File: config.mk
export PLATFORM = sky130hd
export DESIGN_NAME = cmul_seq_ctrl_flat
export DESIGN_NICKNAME = d
export VERILOG_FILES = /design/src/rtl/cmul_pkg.sv /design/src/rtl/cmul_seq_ctrl_if.sv /design/src/rtl/cmul_mac_dp.sv /design/src/rtl/cmul_seq_ctrl.sv /design/src/flat_wrapper.sv
export SDC_FILE = /design/constraint.sdc
export NUM_CORES = 1
export LEC_CHECK = 0
export ABC_AREA = 1
export CAP_MARGIN = 20
export CELL_PAD_IN_SITES_DETAIL_PLACEMENT = 0
export CELL_PAD_IN_SITES_GLOBAL_PLACEMENT = 1
export CORE_MARGIN = 3
export CORE_UTILIZATION = 44
export DETAILED_ROUTE_END_ITERATION = 12
export PLACE_DENSITY_LB_ADDON = 0.1
export SKIP_LAST_GASP = 1
export SYNTH_ARGS = -nofsm -noshare
export SYNTH_HDL_FRONTEND = slang
export SYNTH_SLANG_ARGS = --single-unit
File: constraint.sdc
create_clock -name clk -period 11.6 [get_ports clk]
set_input_delay 3.48 -clock clk [delete_from_list [all_inputs] [get_ports clk]]
set_output_delay 3.48 -clock clk [all_outputs]
set_load 0.05 [all_outputs]
File: src/rtl/cmul_pkg.sv
// Shared definitions for the sequential complex multiplier: default width, FSM encoding,
// datapath op codes, complex slice helpers and saturation limits.
package cmul_pkg;

    localparam int CMUL_W = 16;

    typedef enum logic [2:0] {
        IDLE = 3'd0,
        S_RR = 3'd1,
        S_II = 3'd2,
        S_RI = 3'd3,
        S_IR = 3'd4,
        DONE = 3'd5
    } cmul_state_e;

    typedef enum logic [1:0] {
        OP_LOAD_RE = 2'd0,
        OP_SUB_RE  = 2'd1,
        OP_LOAD_IM = 2'd2,
        OP_ADD_IM  = 2'd3
    } mac_op_e;

    localparam logic signed [63:0] CMUL_SAT_MAX = (64'sd1 <<< (CMUL_W - 1)) - 64'sd1;
    localparam logic signed [63:0] CMUL_SAT_MIN = -(64'sd1 <<< (CMUL_W - 1));

    function automatic logic signed [63:0] sat_max(input int unsigned w);
        return (64'sd1 <<< (w - 32'd1)) - 64'sd1;
    endfunction

    function automatic logic signed [63:0] sat_min(input int unsigned w);
        return -(64'sd1 <<< (w - 32'd1));
    endfunction

    // Packed complex is {Re, Im}; helpers support component widths up to 32 bits.
    function automatic logic [31:0] cplx_re(input logic [63:0] x, input int unsigned w);
        return 32'(x >> w);
    endfunction

    function automatic logic [31:0] cplx_im(input logic [63:0] x);
        return 32'(x);
    endfunction

endpackage

File: src/rtl/cmul_seq_ctrl_if.sv
// Operand/result handshake bundle of the sequential complex multiplier.
// The sat signal exists only when CMUL_SAT_EN is defined.
interface cmul_seq_ctrl_if import cmul_pkg::*; #(parameter int W = CMUL_W) ();

    logic           in_valid;
    logic           in_ready;
    logic [2*W-1:0] a;
    logic [2*W-1:0] b;
    logic           out_valid;
    logic           out_ready;
    logic [2*W-1:0] c;
    logic           busy;
`ifdef CMUL_SAT_EN
    logic           sat;

    modport master (output in_valid, a, b, out_ready,
                    input  in_ready, out_valid, c, busy, sat);
    modport slave  (input  in_valid, a, b, out_ready,
                    output in_ready, out_valid, c, busy, sat);
`else
    modport master (output in_valid, a, b, out_ready,
                    input  in_ready, out_valid, c, busy);
    modport slave  (input  in_valid, a, b, out_ready,
                    output in_ready, out_valid, c, busy);
`endif

endinterface

File: src/rtl/cmul_mac_dp.sv
// Shared multiply-accumulate datapath: one signed W x W multiplier feeding a
// load/add/sub stage into the 2W+1-bit real and imaginary accumulators.
module cmul_mac_dp import cmul_pkg::*; #(
    parameter int W = CMUL_W
) (
    input  logic                clk,
    input  logic                rst,
    input  logic [2*W-1:0]      a_op,
    input  logic [2*W-1:0]      b_op,
    input  logic                mac_en,
    input  mac_op_e             mac_op,
    output logic signed [2*W:0] acc_re,
    output logic signed [2*W:0] acc_next
);

    logic signed [W-1:0]   a_re_s, a_im_s, b_re_s, b_im_s;
    logic signed [W-1:0]   mul_a_s, mul_b_s;
    logic signed [2*W-1:0] prod_s;
    logic signed [2*W:0]   prod_ext_s;
    logic signed [2*W:0]   acc_next_s;
    logic signed [2*W:0]   acc_re_r, acc_im_r;

    assign a_re_s = W'(cplx_re(64'(a_op), W));
    assign a_im_s = W'(cplx_im(64'(a_op)));
    assign b_re_s = W'(cplx_re(64'(b_op), W));
    assign b_im_s = W'(cplx_im(64'(b_op)));

    // Steer the operand pair for the current partial product
    always_comb begin
        mul_a_s = a_re_s;
        mul_b_s = b_re_s;
        case (mac_op)
            OP_LOAD_RE: begin mul_a_s = a_re_s; mul_b_s = b_re_s; end
            OP_SUB_RE:  begin mul_a_s = a_im_s; mul_b_s = b_im_s; end
            OP_LOAD_IM: begin mul_a_s = a_re_s; mul_b_s = b_im_s; end
            OP_ADD_IM:  begin mul_a_s = a_im_s; mul_b_s = b_re_s; end
            default:    begin mul_a_s = a_re_s; mul_b_s = b_re_s; end
        endcase
    end

    // Full-width signed product; (-2^(W-1))^2 still fits in 2W signed bits
    assign prod_s = $signed({{W{mul_a_s[W-1]}}, mul_a_s}) * $signed({{W{mul_b_s[W-1]}}, mul_b_s});
    assign prod_ext_s = $signed({prod_s[2*W-1], prod_s});

    // Load/add/sub select producing the next accumulator value
    always_comb begin
        acc_next_s = prod_ext_s;
        case (mac_op)
            OP_LOAD_RE: acc_next_s = prod_ext_s;
            OP_SUB_RE:  acc_next_s = acc_re_r - prod_ext_s;
            OP_LOAD_IM: acc_next_s = prod_ext_s;
            OP_ADD_IM:  acc_next_s = acc_im_r + prod_ext_s;
            default:    acc_next_s = prod_ext_s;
        endcase
    end

    // Accumulator update for the active component
    always_ff @(posedge clk or posedge rst) begin
        if (rst) begin
            acc_re_r <= {(2*W+1){1'b0}};
            acc_im_r <= {(2*W+1){1'b0}};
        end else if (mac_en) begin
            case (mac_op)
                OP_LOAD_RE, OP_SUB_RE: acc_re_r <= acc_next_s;
                OP_LOAD_IM, OP_ADD_IM: acc_im_r <= acc_next_s;
                default:               acc_re_r <= acc_re_r;
            endcase
        end else begin
            acc_re_r <= acc_re_r;
            acc_im_r <= acc_im_r;
        end
    end

    assign acc_re   = acc_re_r;
    assign acc_next = acc_next_s;

endmodule

File: src/rtl/cmul_seq_ctrl.sv
// Sequential complex multiplier c = a*b using one shared multiplier over four cycles.
// Define CMUL_SAT_EN to clamp result components and expose the registered sat flag.
module cmul_seq_ctrl import cmul_pkg::*; #(
    parameter int W = CMUL_W
) (
    input  logic           clk,
    input  logic           rst,
    cmul_seq_ctrl_if.slave bus
);

    cmul_state_e         state_r, state_s;
    logic [2*W-1:0]      a_r, b_r, c_r;
    logic                in_ready_s, accept_s;
    logic                mac_en_s;
    mac_op_e             mac_op_s;
    logic signed [2*W:0] acc_re_s, acc_next_s;
    logic [W-1:0]        c_re_s, c_im_s;

    assign in_ready_s = (state_r == IDLE) || ((state_r == DONE) && bus.out_ready);
    assign accept_s   = bus.in_valid && in_ready_s;

    // State register
    always_ff @(posedge clk or posedge rst) begin
        if (rst) begin
            state_r <= IDLE;
        end else begin
            state_r <= state_s;
        end
    end

    // Next state and per-cycle datapath op
    always_comb begin
        state_s  = state_r;
        mac_en_s = 1'b0;
        mac_op_s = OP_LOAD_RE;
        case (state_r)
            IDLE: begin
                if (accept_s) state_s = S_RR;
                else          state_s = IDLE;
            end
            S_RR: begin state_s = S_II; mac_en_s = 1'b1; mac_op_s = OP_LOAD_RE; end
            S_II: begin state_s = S_RI; mac_en_s = 1'b1; mac_op_s = OP_SUB_RE;  end
            S_RI: begin state_s = S_IR; mac_en_s = 1'b1; mac_op_s = OP_LOAD_IM; end
            S_IR: begin state_s = DONE; mac_en_s = 1'b1; mac_op_s = OP_ADD_IM;  end
            DONE: begin
                if (accept_s)           state_s = S_RR;
                else if (bus.out_ready) state_s = IDLE;
                else                    state_s = DONE;
            end
            default: state_s = IDLE;
        endcase
    end

    // Operand capture; ports are not looked at again until the next accept
    always_ff @(posedge clk or posedge rst) begin
        if (rst) begin
            a_r <= {(2*W){1'b0}};
            b_r <= {(2*W){1'b0}};
        end else if (accept_s) begin
            a_r <= bus.a;
            b_r <= bus.b;
        end else begin
            a_r <= a_r;
            b_r <= b_r;
        end
    end

    cmul_mac_dp #(.W(W)) u_dp (
        .clk      (clk),
        .rst      (rst),
        .a_op     (a_r),
        .b_op     (b_r),
        .mac_en   (mac_en_s),
        .mac_op   (mac_op_s),
        .acc_re   (acc_re_s),
        .acc_next (acc_next_s)
    );

`ifdef CMUL_SAT_EN
    localparam logic signed [2*W:0] SAT_HI = (2*W+1)'(sat_max(W));
    localparam logic signed [2*W:0] SAT_LO = (2*W+1)'(sat_min(W));

    logic sat_re_s, sat_im_s, sat_r;

    // Returns {clamped, value}
    function automatic logic [W:0] clamp(input logic signed [2*W:0] x);
        if (x > SAT_HI)      return {1'b1, SAT_HI[W-1:0]};
        else if (x < SAT_LO) return {1'b1, SAT_LO[W-1:0]};
        else                 return {1'b0, x[W-1:0]};
    endfunction

    assign {sat_re_s, c_re_s} = clamp(acc_re_s);
    assign {sat_im_s, c_im_s} = clamp(acc_next_s);

    // Saturation flag travels with c
    always_ff @(posedge clk or posedge rst) begin
        if (rst) begin
            sat_r <= 1'b0;
        end else if (state_r == S_IR) begin
            sat_r <= sat_re_s | sat_im_s;
        end else begin
            sat_r <= sat_r;
        end
    end

    assign bus.sat = sat_r;
`else
    assign c_re_s = W'(acc_re_s);
    assign c_im_s = W'(acc_next_s);
`endif

    // Result register; the imaginary part is taken from the final accumulate in flight
    always_ff @(posedge clk or posedge rst) begin
        if (rst) begin
            c_r <= {(2*W){1'b0}};
        end else if (state_r == S_IR) begin
            c_r <= {c_re_s, c_im_s};
        end else begin
            c_r <= c_r;
        end
    end

    assign bus.in_ready  = in_ready_s;
    assign bus.out_valid = (state_r == DONE);
    assign bus.busy      = (state_r != IDLE);
    assign bus.c         = c_r;

endmodule

File: src/flat_wrapper.sv
// flat-port wrapper written by rule: the top's interface ports become plain ports
module cmul_seq_ctrl_flat import cmul_pkg::*;
#(
    parameter int W = CMUL_W
)
  (clk, rst, bus_in_valid, bus_a, bus_b, bus_out_ready, bus_in_ready, bus_out_valid, bus_c, bus_busy);
  cmul_seq_ctrl_if #(.W(W)) bus_i ();
  input  logic clk;
  input  logic rst;
  input wire logic [$bits(bus_i.in_valid)-1:0] bus_in_valid;
  input wire logic [$bits(bus_i.a)-1:0] bus_a;
  input wire logic [$bits(bus_i.b)-1:0] bus_b;
  input wire logic [$bits(bus_i.out_ready)-1:0] bus_out_ready;
  output wire logic [$bits(bus_i.in_ready)-1:0] bus_in_ready;
  output wire logic [$bits(bus_i.out_valid)-1:0] bus_out_valid;
  output wire logic [$bits(bus_i.c)-1:0] bus_c;
  output wire logic [$bits(bus_i.busy)-1:0] bus_busy;
  assign bus_i.in_valid = bus_in_valid;
  assign bus_i.a = bus_a;
  assign bus_i.b = bus_b;
  assign bus_i.out_ready = bus_out_ready;
  assign bus_in_ready = bus_i.in_ready;
  assign bus_out_valid = bus_i.out_valid;
  assign bus_c = bus_i.c;
  assign bus_busy = bus_i.busy;
  cmul_seq_ctrl #(.W(W)) u_core (.clk(clk), .rst(rst), .bus(bus_i));
endmodule
## After elaboration in Yosys (flattened, before gate mapping)

Cells that the tools add are included.
Widths: inputs -> output; s select.

- Reductions and logical operators: 15
- Multipliers: 1
- Muxes and demuxes: 9
- $add $sub $neg: 2
- Eq/ne operators: 8

Operators with widths:

| cell | count |
|---|---|
| $pmux 33 s3 | 1 |
| $pmux 16 s2 | 2 |
| $add 33x32->33 | 1 |
| $sub 33x32->33 | 1 |
| $mul 16x16->32 | 1 |
| $pmux 3 s6 | 1 |
| $reduce_or 2->1 | 6 |
| $eq 3x2->1 const B | 2 |
| $eq 3x3->1 const B | 2 |
| $mux 3 | 2 |
| $pmux 2 s3 | 1 |
| $eq 2x2->1 const B | 2 |
| $reduce_and 2->1 | 2 |
| $reduce_or 4->1 | 1 |
| $eq 3x1->1 const B | 1 |
| $logic_not 3->1 | 1 |
| $reduce_bool 3->1 | 1 |
| $eq 2x1->1 const B | 1 |
| $logic_and 1x1->1 | 2 |
| $logic_not 2->1 | 1 |
| $mux 1 | 2 |
| $logic_or 1x1->1 | 1 |

- Register bits after elaboration: 165
- Output and inout port bits: 35

## Logic depth before layout (Yosys ltp)

Gate-level depths: netlist (run 1).

- Word-level depth: 8
- Mapped depth: 49
- Depth with buffers taken out: 44

## By module

From an unflattened synthesis (run 1), not the netlist that was laid out.

- Cell total of the unflattened synthesis: 2964
- Area total of the unflattened synthesis: 21805.9 um^2

Modules (own cells, without submodules):

| module | area each (um^2) | times used | seq. area each (um^2) | cells an instance |
|---|---|---|---|---|
| cmul_mac_dp | 17852.1 | 1 | 1651.6 | 2523 |
| cmul_seq_ctrl | 3953.8 | 1 | 2477.4 | 441 |

## Worst setup path after synthesis (run 1)

Ideal clock, no wire load.

- Kind: register -> register
- Start: register u_core.state_r[1]
- End: register u_core.c_r[14] (netlist: u_core.bus.c[14])
- Setup slack: 3405 ps
- Stages on the path, launching flop included: 42
- Required time: 11517 ps
- Period minus slack after synthesis: 8195 ps
- Data arrival time: 8113 ps
- Library setup time: 83 ps
- Path through: dfrtp_1 -> buf_6 -> nor2_2 -> nand2_2 -> buf_2 -> nand2_1 -> inv_1 -> clkbuf_1 -> clkbuf_1 -> ha_1 -> buf_2 -> o21ai_0 -> clkbuf_1 -> nand2_1 -> fa_1 -> fa_1 -> fa_1 -> inv_1 -> [6 not listed] -> a21oi_1 -> o21ai_0 -> a21oi_1 -> xor2_1 -> inv_1 -> ha_1 -> nand2_1 -> nor2_1 -> a211oi_1 -> nand3_1 -> nand2_1 -> inv_1 -> nor2_1 -> o21bai_1 -> or2_2 -> a21oi_1 -> a21oi_1 -> o21ai_0

- Longest elaborated chain between the ends: 8
- Elaborated cells on any way between the ends: 18
- Classes of those cells: 2 x add/sub; 1 x mul; 6 x eq/ne; 4 x mux; 5 x reduce/logical

Ends and longest elaborated chain:

| element | line | source |
|---|---|---|
| start: declaration | cmul_seq_ctrl.sv:11 | `cmul_state_e state_r, state_s;` |
| start signal: assignment | cmul_seq_ctrl.sv:27 | `state_r <= state_s;` |
| $eq 3x3->1 / $eq 3x2->1 (equally long branches) | cmul_seq_ctrl.sv:36, cmul_seq_ctrl.sv:116 |  |
| $pmux 2 s3 | cmul_seq_ctrl.sv:36 | `case (state_r)` |
| $eq 2x2->1 (tied with other cells) | cmul_mac_dp.sv:32, cmul_mac_dp.sv:48 |  |
| $reduce_or 2->1 (no line) | - |  |
| $pmux 16 s2 | cmul_mac_dp.sv:32 | `case (mac_op)` |
| $mul 16x16->32 | cmul_mac_dp.sv:42 | `assign prod_s = $signed({{W{mul_a_s[W-1]}}, mul_a_s}) * $signed({{W{mul_b_s[W-1]}}, mul_b_s});` |
| $add 33x32->33 / $sub 33x32->33 (equally long branches) | cmul_mac_dp.sv:52, cmul_mac_dp.sv:50 |  |
| $pmux 33 s3 | cmul_mac_dp.sv:48 | `case (mac_op)` |
| end signal: assignment | cmul_seq_ctrl.sv:115 | `c_r <= {(2*W){1'b0}};` |
| end signal: assignment | cmul_seq_ctrl.sv:117 | `c_r <= {c_re_s, c_im_s};` |
| end signal: assignment | cmul_seq_ctrl.sv:119 | `c_r <= c_r;` |
| end: declaration | cmul_seq_ctrl.sv:12 | `logic [2*W-1:0] a_r, b_r, c_r;` |

Parallel ways exist; a longest one is shown, timed or not.
A chain may end at the register's enable or synchronous reset.

## Worst setup path in the final report (run 1)

- Start: register u_core.state_r[1]
- End: register u_core.c_r[15] (netlist: u_core.bus.c[15])

Same word-level chain as after synthesis.

==> flow_summary.json, run 1 <==
{
  "outcome": "finished, final reports clean",
  "synth_edf_count": 0,
  "drive_above_1_share_pct": 7.38,
  "dieWidth_um": 168,
  "die-height_um": 168,
  "cts.repair.resized": 0,
  "routedWlPerCell_um": 16.4,
  "end_kind": "register",
  "grt_pass1_wl_mm": 50.8,
  "hpwl_mm": 25.0,
  "core_mm2": 0.0254,
  "cp-start-kind": "register",
  "grt_pass1_vias": 9464,
  "synthTopCellsByCount": "nand2_1, inv_1, dfrtp_1, nor2_1, ha_1",
  "synthFlopType": "dfrtp_1",
  "num_rows": 58,
  "antenna_found_initial": 0,
  "gp_congestion": 0.867,
  "critPathKind": "register to register",
  "diodes": 0,
  "hold_buffers": 0,
  "grt_max_degree": 99,
  "path_clk_slew_ns": 0.07,
  "finClkSkew_ns": 0.00857,
  "cts.sinks": 131,
  "finalSetupViolCount": 0,
  "relSlewSlack_pct": 30.5,
  "dieArea_mm2": 0.0281,
  "grt_overflow": 0,
  "initial_core_util_pct": 45.3,
  "post-route-period-util_pct": 77.5,
  "hold_violations": 0,
  "n_fill_cell": 2489,
  "yosysMostFrequentCell": "nand2_1",
  "synth-seq-cells": 131,
  "cts_setup_buffers": 0,
  "cts_tree": "yes",
  "synth_area_leader_cell": "dfrtp_1",
  "fmax_mhz": 111,
  "drtIter0Drc": 758,
  "final_nets": 1814,
  "io_pins": 103,
  "period_needed_ns": 8.99,
  "tns_ns": 0,
  "critPathMaxStageDelay_ns": 0.56,
  "area_growth_pct": 16.8,
  "grt_usage_pct": 22.7,
  "antenna_left": 0,
  "clk_latency_ns": 0.42,
  "syn_area_mm2": 0.0115,
  "place_area_mm2": 0.0128,
  "critPathSlowestCell": "fa_1",
  "synth_seq_area_share_pct": 28.5,
  "max_cap_viol_count": 0,
  "cts.path.max_buffers": 2,
  "cts_root_buffer": "clkbuf_16",
  "drc": 0,
  "syn_inst": 1481,
  "synthesis.area_per_instance_um2": 7.77,
  "place_worst_setup_slack_ns": 2.67,
  "ys_warn_count": 0,
  "critical_path_arrival_ns": 9.30,
  "worst_slack_ns": 2.61,
  "rsz0062_at_grt": "no",
  "synth_fp_nets": 1723,
  "io_buffer_count": 102,
  "synthArstFlopShare_pct": 100,
  "final_area_mm2": 0.0134,
  "h-tree-depth": 4,
  "worst_pin_slew_ns": 1.04,
  "wl_mm": 31.4,
  "synth_top_area_share_pct": 28.5,
  "crit_required_ns": 11.91,
  "cts_made_buffers": 17,
  "ys_types": 48,
  "vias": 9748,
  "synth.area.top_cells": "dfrtp_1, fa_1, nand2_1",
  "hp-class": "register to register",
  "crit_path_max_fanout": 40,
  "drt-vias-per-instance": 5.09,
  "firstDrtPassIters": 6,
  "slew_violations": 0
}
## kinds of logic after synthesis
| family | Yosys count | share of synthesized area [%] |
|---|---|---|
| buffers and inverters | 326 | 11.0 |
| AOI/OAI and AO/OA | 215 | 10.3 |
| adders and majority gates | 174 | 24.2 |
| and+or+nand+nor | 588 | 21.6 |
| muxes | 31 | 3.02 |
| xor gates and xnor gates | 16 | 1.28 |
| DFF | 131 | 28.5 |
## area by class of cell
cell class / count / area (um2) / area share [%]
Sequential cell: 131 / 3280 / 24.4
Clock inverter: 15 / 160 / 1.19
Timing Repair Buffer: 113 / 1120 / 8.36
Tap cell: 330 / 413 / 3.07
Inverter: 285 / 1070 / 7.98
Clock buffer: 17 / 425 / 3.17
Multi-Input combinational cell: 1024 / 6960 / 51.8
## state kept, by name (all words and copies together) (netlist names)
name / flops
u_core.a_r: 32
u_core.b_r: 32
u_core.bus.c: 32
u_core.u_dp.acc_im_r: 16
u_core.u_dp.acc_re: 16
u_core.state_r: 3
## per-stage QoR
| stage | hold WS, ns | utilization, % | instances |
|---|---|---|---|
| after floorplan | 0.453 | - | 1481 |
| after global placement | 0.462 | 50.5 | 1882 |
| after detailed placement | 0.464 | 50.5 | 1882 |
| after CTS | 0.486 | 52.8 | 1914 |
| after global routing | 0.517 | 52.9 | 1915 |
| final | 0.480 | 52.9 | 1915 |
## layer usage
metal | up-vias | global-route usage, % | share of wire [%] | wire, um
met5 | - | 0 | 0 | 0
met4 | 0 | 4.62 | 1.6 | 499
met3 | 29 | 3.28 | 6.0 | 1870
met2 | 285 | 31.9 | 41 | 12800
met1 | 4612 | 36.9 | 52 | 16300
li1 | 4822 | - | - | -
## critical path, delay by kind of cell, from the launching register on
kind	cells	cell delay, ns
adder cells (fa/ha/maj)	9	3.73
AND/OR/NAND/NOR	13	1.92
AO/OA/AOI/OAI	8	1.63
buffers and inverters	6	0.79
flip-flops	1	0.47
XOR/XNOR	1	0.33
## final timing paths
path                                   start                to  slack, ns  cells past startpoint
setup / recovery           u_core.state_r[1]  u_core.bus.c[15]       2.61                     37
hold / removal              u_core.bus.c[20]  u_core.bus.c[20]       0.48                      2
setup reg to reg           u_core.state_r[1]  u_core.bus.c[15]       2.61                     37
hold reg to reg             u_core.bus.c[20]  u_core.bus.c[20]       0.48                      2
max in group asynchronous                rst    u_core.a_r[24]       6.94                      4
min in group asynchronous                rst  u_core.bus.c[29]       3.53                      2
## layout by cell type (no fill, tap or decap), types with 7 or more instances in the layout
master / netlist / routed
fa_1: 81 / 81
xor2_1: 13 / 13
nand3_1: 69 / 69
a21oi_1: 83 / 83
mux2_2: 30 / 30
dfrtp_1: 131 / 131
nor3_1: 7 / 7
nand2_1: 344 / 343
clkbuf_16: 0 / 17
clkdlybuf4s50_1: 0 / 102
buf_4: 1 / 10
ha_1: 93 / 93
inv_8: 0 / 7
o21ai_0: 88 / 88
nand3b_1: 7 / 7
nor2_1: 123 / 123
inv_1: 279 / 278
nand2_2: 14 / 14
Power of run 1 is not shown: default switching activity piles up to over one toggle a cycle in this logic, so the estimate is an artifact.
==> run 2: changes to the inputs <==
CORE_UTILIZATION = 40   (was 44)
clock period = 7.9 ns   (was 11.6 ns; I/O delays follow)
==> flow_summary.json, run 2 (synthesized netlist as in run 1, its figures left out) <==
{
  "hold_buffers": 0,
  "critPathMaxStageDelay_ns": 0.56,
  "critPathSlowestCell": "fa_1",
  "grt_overflow": 0,
  "outcome": "finished, final reports clean",
  "grt_pass1_vias": 9813,
  "path_clk_slew_ns": 0.07,
  "num_rows": 61,
  "finClkSkew_ns": 0.0140,
  "dieArea_mm2": 0.0308,
  "routedWlPerCell_um": 16.4,
  "gp_congestion": 0.877,
  "critPathKind": "register to register",
  "crit_family": "adder cells",
  "final_area_mm2": 0.0143,
  "diodes": 0,
  "hp-class": "register to register",
  "fmax_mhz": 134,
  "grt_usage_pct": 22.0,
  "multi_input_area_mm2": 0.00725,
  "drtIter0Drc": 562,
  "regArea_mm2": 0.00328,
  "grt_pass1_wl_mm": 53.3,
  "clk_latency_ns": 0.42,
  "io_pins": 103,
  "relSlewSlack_pct": 34.6,
  "cts.path.max_buffers": 2,
  "place_area_mm2": 0.0133,
  "drc": 0,
  "die-height_um": 176,
  "max_cap_viol_count": 0,
  "firstDrtPassIters": 6,
  "post-route-period-util_pct": 94.8,
  "cts.sinks": 131,
  "antenna_left": 0,
  "drive_above_1_share_pct": 13.9,
  "crit_buf_inv": 8,
  "finalSetupViolCount": 0,
  "period_needed_ns": 7.49,
  "hold_violations": 0,
  "grt_max_degree": 99,
  "final_common_cell": "nand2_1",
  "worst_pin_slew_ns": 0.981,
  "h-tree-depth": 4,
  "rsz0062_at_grt": "yes",
  "vias": 10029,
  "core_mm2": 0.0281,
  "final_nets": 1879,
  "area_growth_pct": 24.7,
  "io_buffer_count": 102,
  "initial_core_util_pct": 40.9,
  "n_fill_cell": 2841,
  "crit_required_ns": 8.17,
  "drt-vias-per-instance": 4.95,
  "cp-start-kind": "register",
  "hpwl_mm": 26.3,
  "wl_mm": 33.3,
  "antenna_found_initial": 0,
  "crit_path_max_fanout": 14,
  "cts_made_buffers": 17,
  "dieWidth_um": 176,
  "cts_tree": "yes",
  "critical_path_arrival_ns": 7.76,
  "slew_violations": 0,
  "end_kind": "register",
  "final_cell_mix": "nand2_1, inv_1, dfrtp_1",
  "cts_root_buffer": "clkbuf_16"
}
## run 2: changes by cell type in the layout (fill, tap and decap cells not counted), moves of 8 or more
cell | before | now
o21ai_0 | 88 | 72
a21oi_1 | 83 | 75
buf_4 | 10 | 68
ha_4 | 0 | 11
ha_1 | 93 | 82
a21oi_2 | 0 | 8
## run 2: layout make-up
type | instances | share of cell area [%]
sequential | 131 | 22.9
timing repair buffer | 178 | 11.8
tap | 378 | 3.30
multi-input combinational | 1024 | 50.6
inverter | 285 | 7.53
clock inverter | 14 | 0.934
clock buffer | 18 | 3.06
## run 2: metal layers
layer	vias up	track usage (%)	part of all wire [%]
met5	-	0	0
met4	0	4.62	1.4
met3	32	2.83	4.3
met2	234	31.8	42
met1	4812	34.9	52
li1	4951	-	-
## run 2: path summary, 6_finish.rpt
kind,cells past startpoint,to,slack (ns),from
max in group asynchronous,3,u_core.bus.c[31],4.13,rst
worst min-delay path,2,u_core.bus.c[17],0.48,u_core.bus.c[17]
min in group asynchronous,2,u_core.b_r[30],2.38,rst
worst max register to register,38,u_core.u_dp.acc_re[14],0.41,u_core.state_r[1]
worst max-delay path,38,u_core.u_dp.acc_re[14],0.41,u_core.state_r[1]
worst min register to register,2,u_core.bus.c[17],0.48,u_core.bus.c[17]
## run 2: worst min-delay path, cell delays in order, from the launching register on
cell and delay [ns]:
dfrtp_1 0.34, nand2_1 0.05, nand2_1 0.06
## run 2: repair_timing
action                                  CTS  global route
setup buffers                             1             9
resized for setup                         5            62
pin swaps                                 2            16
gates cloned                              0             0
hold endpoints to repair                  0             0
endpoints found under the setup margin    6            21
## run 2: metrics by stage
| stage | instances | worst slack [ns] | utilization, % | TNS [ns] | hold WS [ns] |
|---|---|---|---|---|---|
| detailed placement | 1985 | -0.0166 | 47.5 | -0.0325 | 0.464 |
| global placement | 1985 | 0.152 | 47.5 | 0 | 0.463 |
| floorplan | 1481 | 0.0165 | - | 0 | 0.453 |
| CTS | 2018 | 0.0105 | 49.7 | 0 | 0.489 |
| finish | 2028 | 0.411 | 51.1 | 0 | 0.481 |
| global route | 2028 | -0.0328 | 51.1 | -0.0658 | 0.505 |
Power of run 2 is left out for the same reason.
